<file path="src/rtl/bcd_updown_counter.sv">
// Parameterised multi-digit BCD up/down counter with load, clamp-on-load and wrap flags.
// Define BCDCNT_SATURATE_EN to hold at the boundaries instead of wrapping (carry/borrow tied 0).
module bcd_updown_counter #(
  parameter int                    DIGITS      = 2,
  parameter logic [4*DIGITS-1:0]   LIMIT       = (4*DIGITS)'(8'h59),
  parameter logic [4*DIGITS-1:0]   RESET_VALUE = '0
) (
  input  logic                  clk,
  input  logic                  rst,
  input  logic                  en,
  input  logic                  up_dn,
  input  logic                  load,
  input  logic [4*DIGITS-1:0]   load_value,
  output logic [4*DIGITS-1:0]   value,
  output logic                  carry,
  output logic                  borrow,
  output logic                  at_limit,
  output logic                  at_zero
);

  localparam int W = 4 * DIGITS;

  logic [W-1:0] next_value;
  logic [W-1:0] load_clean;

  function automatic logic is_bcd(input logic [W-1:0] v);
    logic ok;
    ok = 1'b1;
    for (int i = 0; i < DIGITS; i++) begin
      if (v[4*i +: 4] > 4'd9) ok = 1'b0;
    end
    return ok;
  endfunction

  // Ripple the +1 through digits: a digit moves only while every lower digit was 9.
  function automatic logic [W-1:0] bcd_inc(input logic [W-1:0] v);
    logic [W-1:0] r;
    logic         c;
    r = v;
    c = 1'b1;
    for (int i = 0; i < DIGITS; i++) begin
      if (c) begin
        if (v[4*i +: 4] == 4'd9) begin
          r[4*i +: 4] = 4'd0;
        end else begin
          r[4*i +: 4] = v[4*i +: 4] + 4'd1;
          c = 1'b0;
        end
      end
    end
    return r;
  endfunction

  function automatic logic [W-1:0] bcd_dec(input logic [W-1:0] v);
    logic [W-1:0] r;
    logic         b;
    r = v;
    b = 1'b1;
    for (int i = 0; i < DIGITS; i++) begin
      if (b) begin
        if (v[4*i +: 4] == 4'd0) begin
          r[4*i +: 4] = 4'd9;
        end else begin
          r[4*i +: 4] = v[4*i +: 4] - 4'd1;
          b = 1'b0;
        end
      end
    end
    return r;
  endfunction

  assign at_limit = (value == LIMIT);
  assign at_zero  = (value == '0);

  // With every digit valid, BCD numeric order equals plain unsigned order of the vector.
  always_comb begin
    if (!is_bcd(load_value))    load_clean = '0;
    else if (load_value > LIMIT) load_clean = LIMIT;
    else                         load_clean = load_value;
  end

  // NOTE: every signal written in always_comb gets a default first so no latch is inferred.
  always_comb begin
    next_value = value;
    if (load) begin
      next_value = load_clean;
    end else if (en) begin
      if (up_dn) begin
`ifdef BCDCNT_SATURATE_EN
        if (!at_limit) next_value = bcd_inc(value);
`else
        next_value = at_limit ? '0 : bcd_inc(value);
`endif
      end else begin
`ifdef BCDCNT_SATURATE_EN
        if (!at_zero) next_value = bcd_dec(value);
`else
        next_value = at_zero ? LIMIT : bcd_dec(value);
`endif
      end
    end
  end

`ifdef BCDCNT_SATURATE_EN
  assign carry  = 1'b0;
  assign borrow = 1'b0;
`else
  // Gated by rst so neither flag can fire while the counter is held in reset.
  assign carry  = rst & en &  up_dn & at_limit & ~load;
  assign borrow = rst & en & ~up_dn & at_zero  & ~load;
`endif

  // NOTE: sequential state uses non-blocking assignments; reset is asynchronous and active-low.
  always_ff @(posedge clk or negedge rst) begin
    if (!rst) value <= RESET_VALUE;
    else      value <= next_value;
  end

endmodule

</file>
<file path="config.mk">
export PLATFORM = sky130hd
export DESIGN_NAME = bcd_updown_counter
export DESIGN_NICKNAME = d
export VERILOG_FILES = /design/src/rtl/bcd_updown_counter.sv
export SDC_FILE = /design/constraint.sdc
export NUM_CORES = 1
export LEC_CHECK = 0
export BUFFER_PORTS_ARGS = -buffer_cell sky130_fd_sc_hd__buf_2
export CAP_MARGIN = 20
export CORE_UTILIZATION = 38
export DETAILED_ROUTE_END_ITERATION = 8
export HOLD_SLACK_MARGIN = 0.12
export PLACE_DENSITY = 0.71
export SLEW_MARGIN = 20
export SYNTH_ARGS = -nofsm -noshare
export SYNTH_HDL_FRONTEND = slang
export SYNTH_SLANG_ARGS = --single-unit
</file>
<file path="constraint.sdc">
create_clock -name clk -period 5.5 [get_ports clk]
set_input_delay 0.55 -clock clk [delete_from_list [all_inputs] [get_ports clk]]
set_output_delay 0.55 -clock clk [all_outputs]
set_load 0.02 [all_outputs]
</file>
==> run metrics, run 1 <==
status complete, no violations; Area Overhead vs Synth 15.3%; CTS max path bufs 2; ys flop type dfrtp_1; WL per Instance 13.9 um; synthesized net count approximately 140; row cnt 17; register area share after synthesis roughly 22%; Nets 157; Synth area leader dfrtp_1; cell count after placement ~160; final setup skew roughly 2.4 ps; worst-path fanout max 7; Core Box Area between 2000 and 2500 um^2; Slew headroom ~70%; WL final roughly 2.3 mm; worst min path class primary input to async pin; io pins 25; Warnings, synthesis 0; Via density around 6.0; all-layer global routing usage a little under 20%; Vias 991; clk sink count 8; first-pass GRT wire length roughly 3.8 mm; Die W 50.5 um; critical path class register to output pin; Synth Instances roughly 120; ranking of synthesized cells by area dfrtp_1, a21oi_1, ha_1; measured slew at the worst slew-check pin roughly 440 ps; Critical Path RT slightly below 5000 ps; root buf cell clkbuf_4; max reg flops 8; cell with the largest stage delay on the worst path dfrtp_1; CTS buffer count 3; post-CTS setup buffers 0; antenna-violating nets left 0; top cell type's share of synthesized area about 22%; antenna violations before repair 0; Top Registers value x8; max-cap viol count 0; Reg clk slew, reported paths roughly 60 ps; top cells by count, synth a21oi_1, nor2_1, o21ai_0, dfrtp_1, nand2_1; Initial Util 40.4%; final std cells w/o fill 166; RSZ-0062 raised after global routing no; EDFF count, synth 0; Top reg by flops value; Critical Path End Type output pin; CP Cell Sequence inv_1 -> ha_1 -> or3b_4 -> nand3b_1 -> nor4_1 -> buf_2; Final HPWL DP 1.71 mm; Mean Syn Cell Area about 7.5 um^2; pre-CTS setup slack 3080 ps; share of layout cells above drive strength 1 24.6%; final core occ between 40% and 50%; CTS tree built; Worst EP arrival between 2000 and 2500 ps; drt drc 0; largest net degree at the start of global routing 17; Setup WS post-layout 2760 ps; fin crit share between 40% and 50%; die area roughly 2500 um^2; async set or reset register ratio after synthesis 100%; Mapped Area between 800 and 900 um^2; Final Slew Violations 0; final hold vios 0; Initial DRC Count 25; global route overflow 0; hold_buf cts 0; # diodes 0; Final min period around 2700 ps; kind of start point of the critical path register; # H-tree levels 1; Crit path largest cell delay 440 ps; GP Congestion approximately 0.9; clk_lat worst skew around 260 ps; Final setup viols 0; Port Buffers 24; vias in the first global route approximately 890; drt pass-1 iters 4; Leak around 0.45 nW; filler instances around 240; Max Freq 364 MHz; number of synthesized register bits 8; Max IR drop VDD between 0.08 and 0.09 mV; count of cell types in the netlist 40; CTS resizes 0; PwrDens between 200 and 250 nW/um^2; die extent in y 50.5 um; setup_tns 0 ps; hold_ws about 120 ps
==> placed cells by master (no fill, tap or decap), types with 2 or more instances in the layout <==
master     instances
a21oi_1           12
a22o_1             2
a31oi_1            3
and3_1             3
buf_2             24
clkbuf_4           3
dfrtp_1            8
ha_1               4
inv_1              7
nand2_1            8
nand2b_1           5
nand3_1            3
nand3b_1           3
nor2_1            12
nor4_1             3
o21ai_0           10
o21ai_2            2
o2bb2ai_1          2
o31ai_1            2
o32a_1             3
==> metal layers <==
layer	up-vias	global-route usage, %	part of all wire, %
li1	485	-	-
met1	465	24.9	47
met2	34	30.9	46
met3	7	0.909	4.5
met4	0	12.5	2.3
met5	-	0	0
==> power by group <==
group	leakage (nW)	switching, W	total [W]	internal [W]
clock	0.0138	0.0000230	0.0000482	0.0000252
sequential	0.101	0.0000205	0.0000876	0.0000671
combinational	0.339	0.0000607	0.000107	0.0000461
total	0.454	0.000104	0.000243	0.000138
==> layout make-up <==
type / instances / area (um^2) / share of cell area (%)
flip-flops and latches: 8 / 200 / 19.4
inverters: 7 / 26.3 / 2.55
multi-input cells: 96 / 626 / 60.8
clock buffers: 3 / 22.5 / 2.19
repair buffers: 24 / 120 / 11.7
well taps: 28 / 35.0 / 3.40
==> cell families after synthesis <==
group	Yosys count	share of synthesized area (%)
buf+inv	15	7.56
flops	8	22.4
fa+ha+maj	4	5.60
xor+xnor	1	0.981
mux	1	1.26
simple gates	46	28.3
compound gates	44	33.9
==> final timing paths <==
| check | slack [ps] | end | start | cells past startpoint |
|---|---|---|---|---|
| worst min-delay path | 120 | value[2] | rst | 1 |
| worst max-delay path | 2760 | borrow | value[0] | 6 |
| worst max register to register | 3500 | value[6] | value[0] | 7 |
| worst min register to register | 630 | value[1] | value[1] | 1 |
| min in group clk | 630 | value[1] | value[1] | 1 |
| max in group asynchronous | 5190 | value[7] | rst | 1 |
==> critical path, delay by kind of cell, from the launching register on <==
family	cells	cell delay (ps)
buffers and inverters	2	350
flip-flops	1	440
AND/OR/NAND/NOR	3	900
adder cells (fa/ha/maj)	1	230
==> per-stage QoR <==
stage	cell area, um^2	power [W]
finish	1030	0.000243
global route	1030	0.000257
CTS	1030	0.000242
detailed placement	1010	0.000194
global placement	1010	0.000191
floorplan	893	0.000166
(Power assumes the default switching activity.)
==> run 2, diff against run 1 <==
Clock period 5.5 ns to 2.55 ns, I/O delays scaled along.
==> run 2 against run 1 <==
  * Combinational power up 120%
  * Highest routed layer unchanged
  * Worst setup slack worse by 2600 ps
  * First-iteration DRC count up 24%
==> run metrics, run 2 (synthesis gave the netlist of run 1 again) <==
status complete, no violations; Reg-to-Reg End value[6]; CTS tree built; vias in the first global route 876 (-1.8%); Max IR drop VDD 0.210 mV (+160%); WHS Endpoint value[2]; fin area 1050 um^2 (+1.6%); WL per Instance 14.4 um (+3.3%); final hold vios 0 (unchanged); worst min path class primary input to register; Initial Util 40.4% (unchanged); hold_sp load_value[2]; row cnt 17 (unchanged); GP Congestion 0.954 (+3.3%); measured slew at the worst slew-check pin 432 ps (-3.48 ps); Via density 6.10 (+2.2%); DP Area 1010 um^2 (+0.62%); largest net degree at the start of global routing 17 (unchanged); FF-to-FF setup slack 570 ps (-2930 ps); Final Slew Violations 0 (unchanged); Initial DRC Count 31 (+24%); R2R cell count 7 (unchanged); Vias 1019 (+2.8%); Final HPWL DP 1.78 mm (+4.0%); root buf cell clkbuf_4; # H-tree levels 1 (unchanged); die extent in y 50.5 um (unchanged); fin crit share between 90% and 100%; max-cap viol count 0 (unchanged); CTS buffer count 3 (unchanged); # diodes 0 (unchanged); Critical R2R Launch value[0]; Core Box Area 2210 um^2 (unchanged); Critical Path RT 2300 ps (-2650 ps); filler instances 237 (-2.5%); Worst Hold Depth 3; antenna violations before repair 0 (unchanged); worst-path fanout max 7 (unchanged); Leak 0.458 nW (+0.95%); drt pass-1 iters 4 (unchanged); Port Buffers 24 (unchanged); global route overflow 0 (unchanged); most frequent cells in the layout buf_2, nor2_1, a21oi_1; Top reg by flops value; WL final 2.40 mm (+3.9%); clk_lat worst skew 260 ps (about the same); hold_buf cts 1 (+1); clk sink count 8 (unchanged); Nets 158 (+0.64%); CTS max path bufs 2 (unchanged); Critical Path End Type output pin; post-CTS setup buffers 0 (unchanged); antenna-violating nets left 0 (unchanged); Slew headroom 70.4% (+0.24 points); Reg clk slew, reported paths 50 ps (about the same); all-layer global routing usage 19.5% (+0.29 points); most common library cell in the layout ignoring fill and taps buf_2; setup_tns 0 ps (unchanged); max reg flops 8 (unchanged); RSZ-0062 raised after global routing no; die area 2550 um^2 (unchanged); Worst EP arrival 2130 ps (-60 ps); final setup skew 10.4 ps (+8.05 ps); io pins 25 (unchanged); CTS resizes 0 (unchanged); critical path class register to output pin; first-pass GRT wire length 3.81 mm (+1.3%); share of layout cells above drive strength 1 25.2% (+0.54 points); Top Registers value x8; Die W 50.5 um (unchanged); Max Freq approximately 420 MHz; Final min period 2390 ps; kind of start point of the critical path register; Area Overhead vs Synth 17.1%; PwrDens 502 nW/um^2 (+110%); Final setup viols 0 (unchanged); drt drc 0 (unchanged)
==> run 2: cell count changes in the layout (fill, tap and decap cells not counted) <==
cell,change
dlygate4sd3_1,+1
nor4b_2,+1
nor4b_1,-1
==> run 2: routing by layer <==
layer	part of all wire, %	track usage, %	vias to the layer above
li1	-	-	488
met1	45	24.9	485
met2	48	33.8	40
met3	5.3	1.21	6
met4	1.4	8.33	0
met5	0	0	-
==> run 2: power breakdown <==
group,switching [W],internal [W]
Clock,0.0000482,0.0000542
Sequential,0.0000448,0.000145
Combinational,0.000133,0.000100
==> run 2: worst max path at each step <==
stage | startpoint | to | slack [ps]
2_1_floorplan | value[1] | carry | 2
3_3_place_gp | value[0] | borrow | 490
3_5_place_dp | value[0] | borrow | 450
4_1_cts | value[0] | borrow | 160
5_1_grt | value[0] | borrow | 50
6_report | value[0] | borrow | 160
==> run 2: cell type report <==
type,count,area [um^2],area share (%)
timing repair buffer,25,130,12.4
sequential,8,200,19.1
tap,28,35.0,3.35
clock buffer,3,22.5,2.15
inverter,7,26.3,2.51
multi-input combinational,96,632,60.4
==> run 2: critical path, cell delays in order, from the launching register on <==
cell and delay [ps]:
dfrtp_1 440, inv_1 140, ha_1 210, or3b_4 430
nand3b_1 190, nor4_1 250, buf_2 210
==> run 2: stage by stage <==
stage / util, % / total power [W] / cells / setup WS [ps] / hold slack [ps]
global route: 47.3 / 0.000557 / 167 / 53.6 / 348
finish: 47.3 / 0.000525 / 167 / 164 / 331
floorplan: - / 0.000358 / 119 / 1.52 / -40.6
CTS: 47.3 / 0.000526 / 167 / 162 / 326
detailed placement: 45.8 / 0.000421 / 163 / 448 / 125
global placement: 45.8 / 0.000414 / 163 / 486 / 119
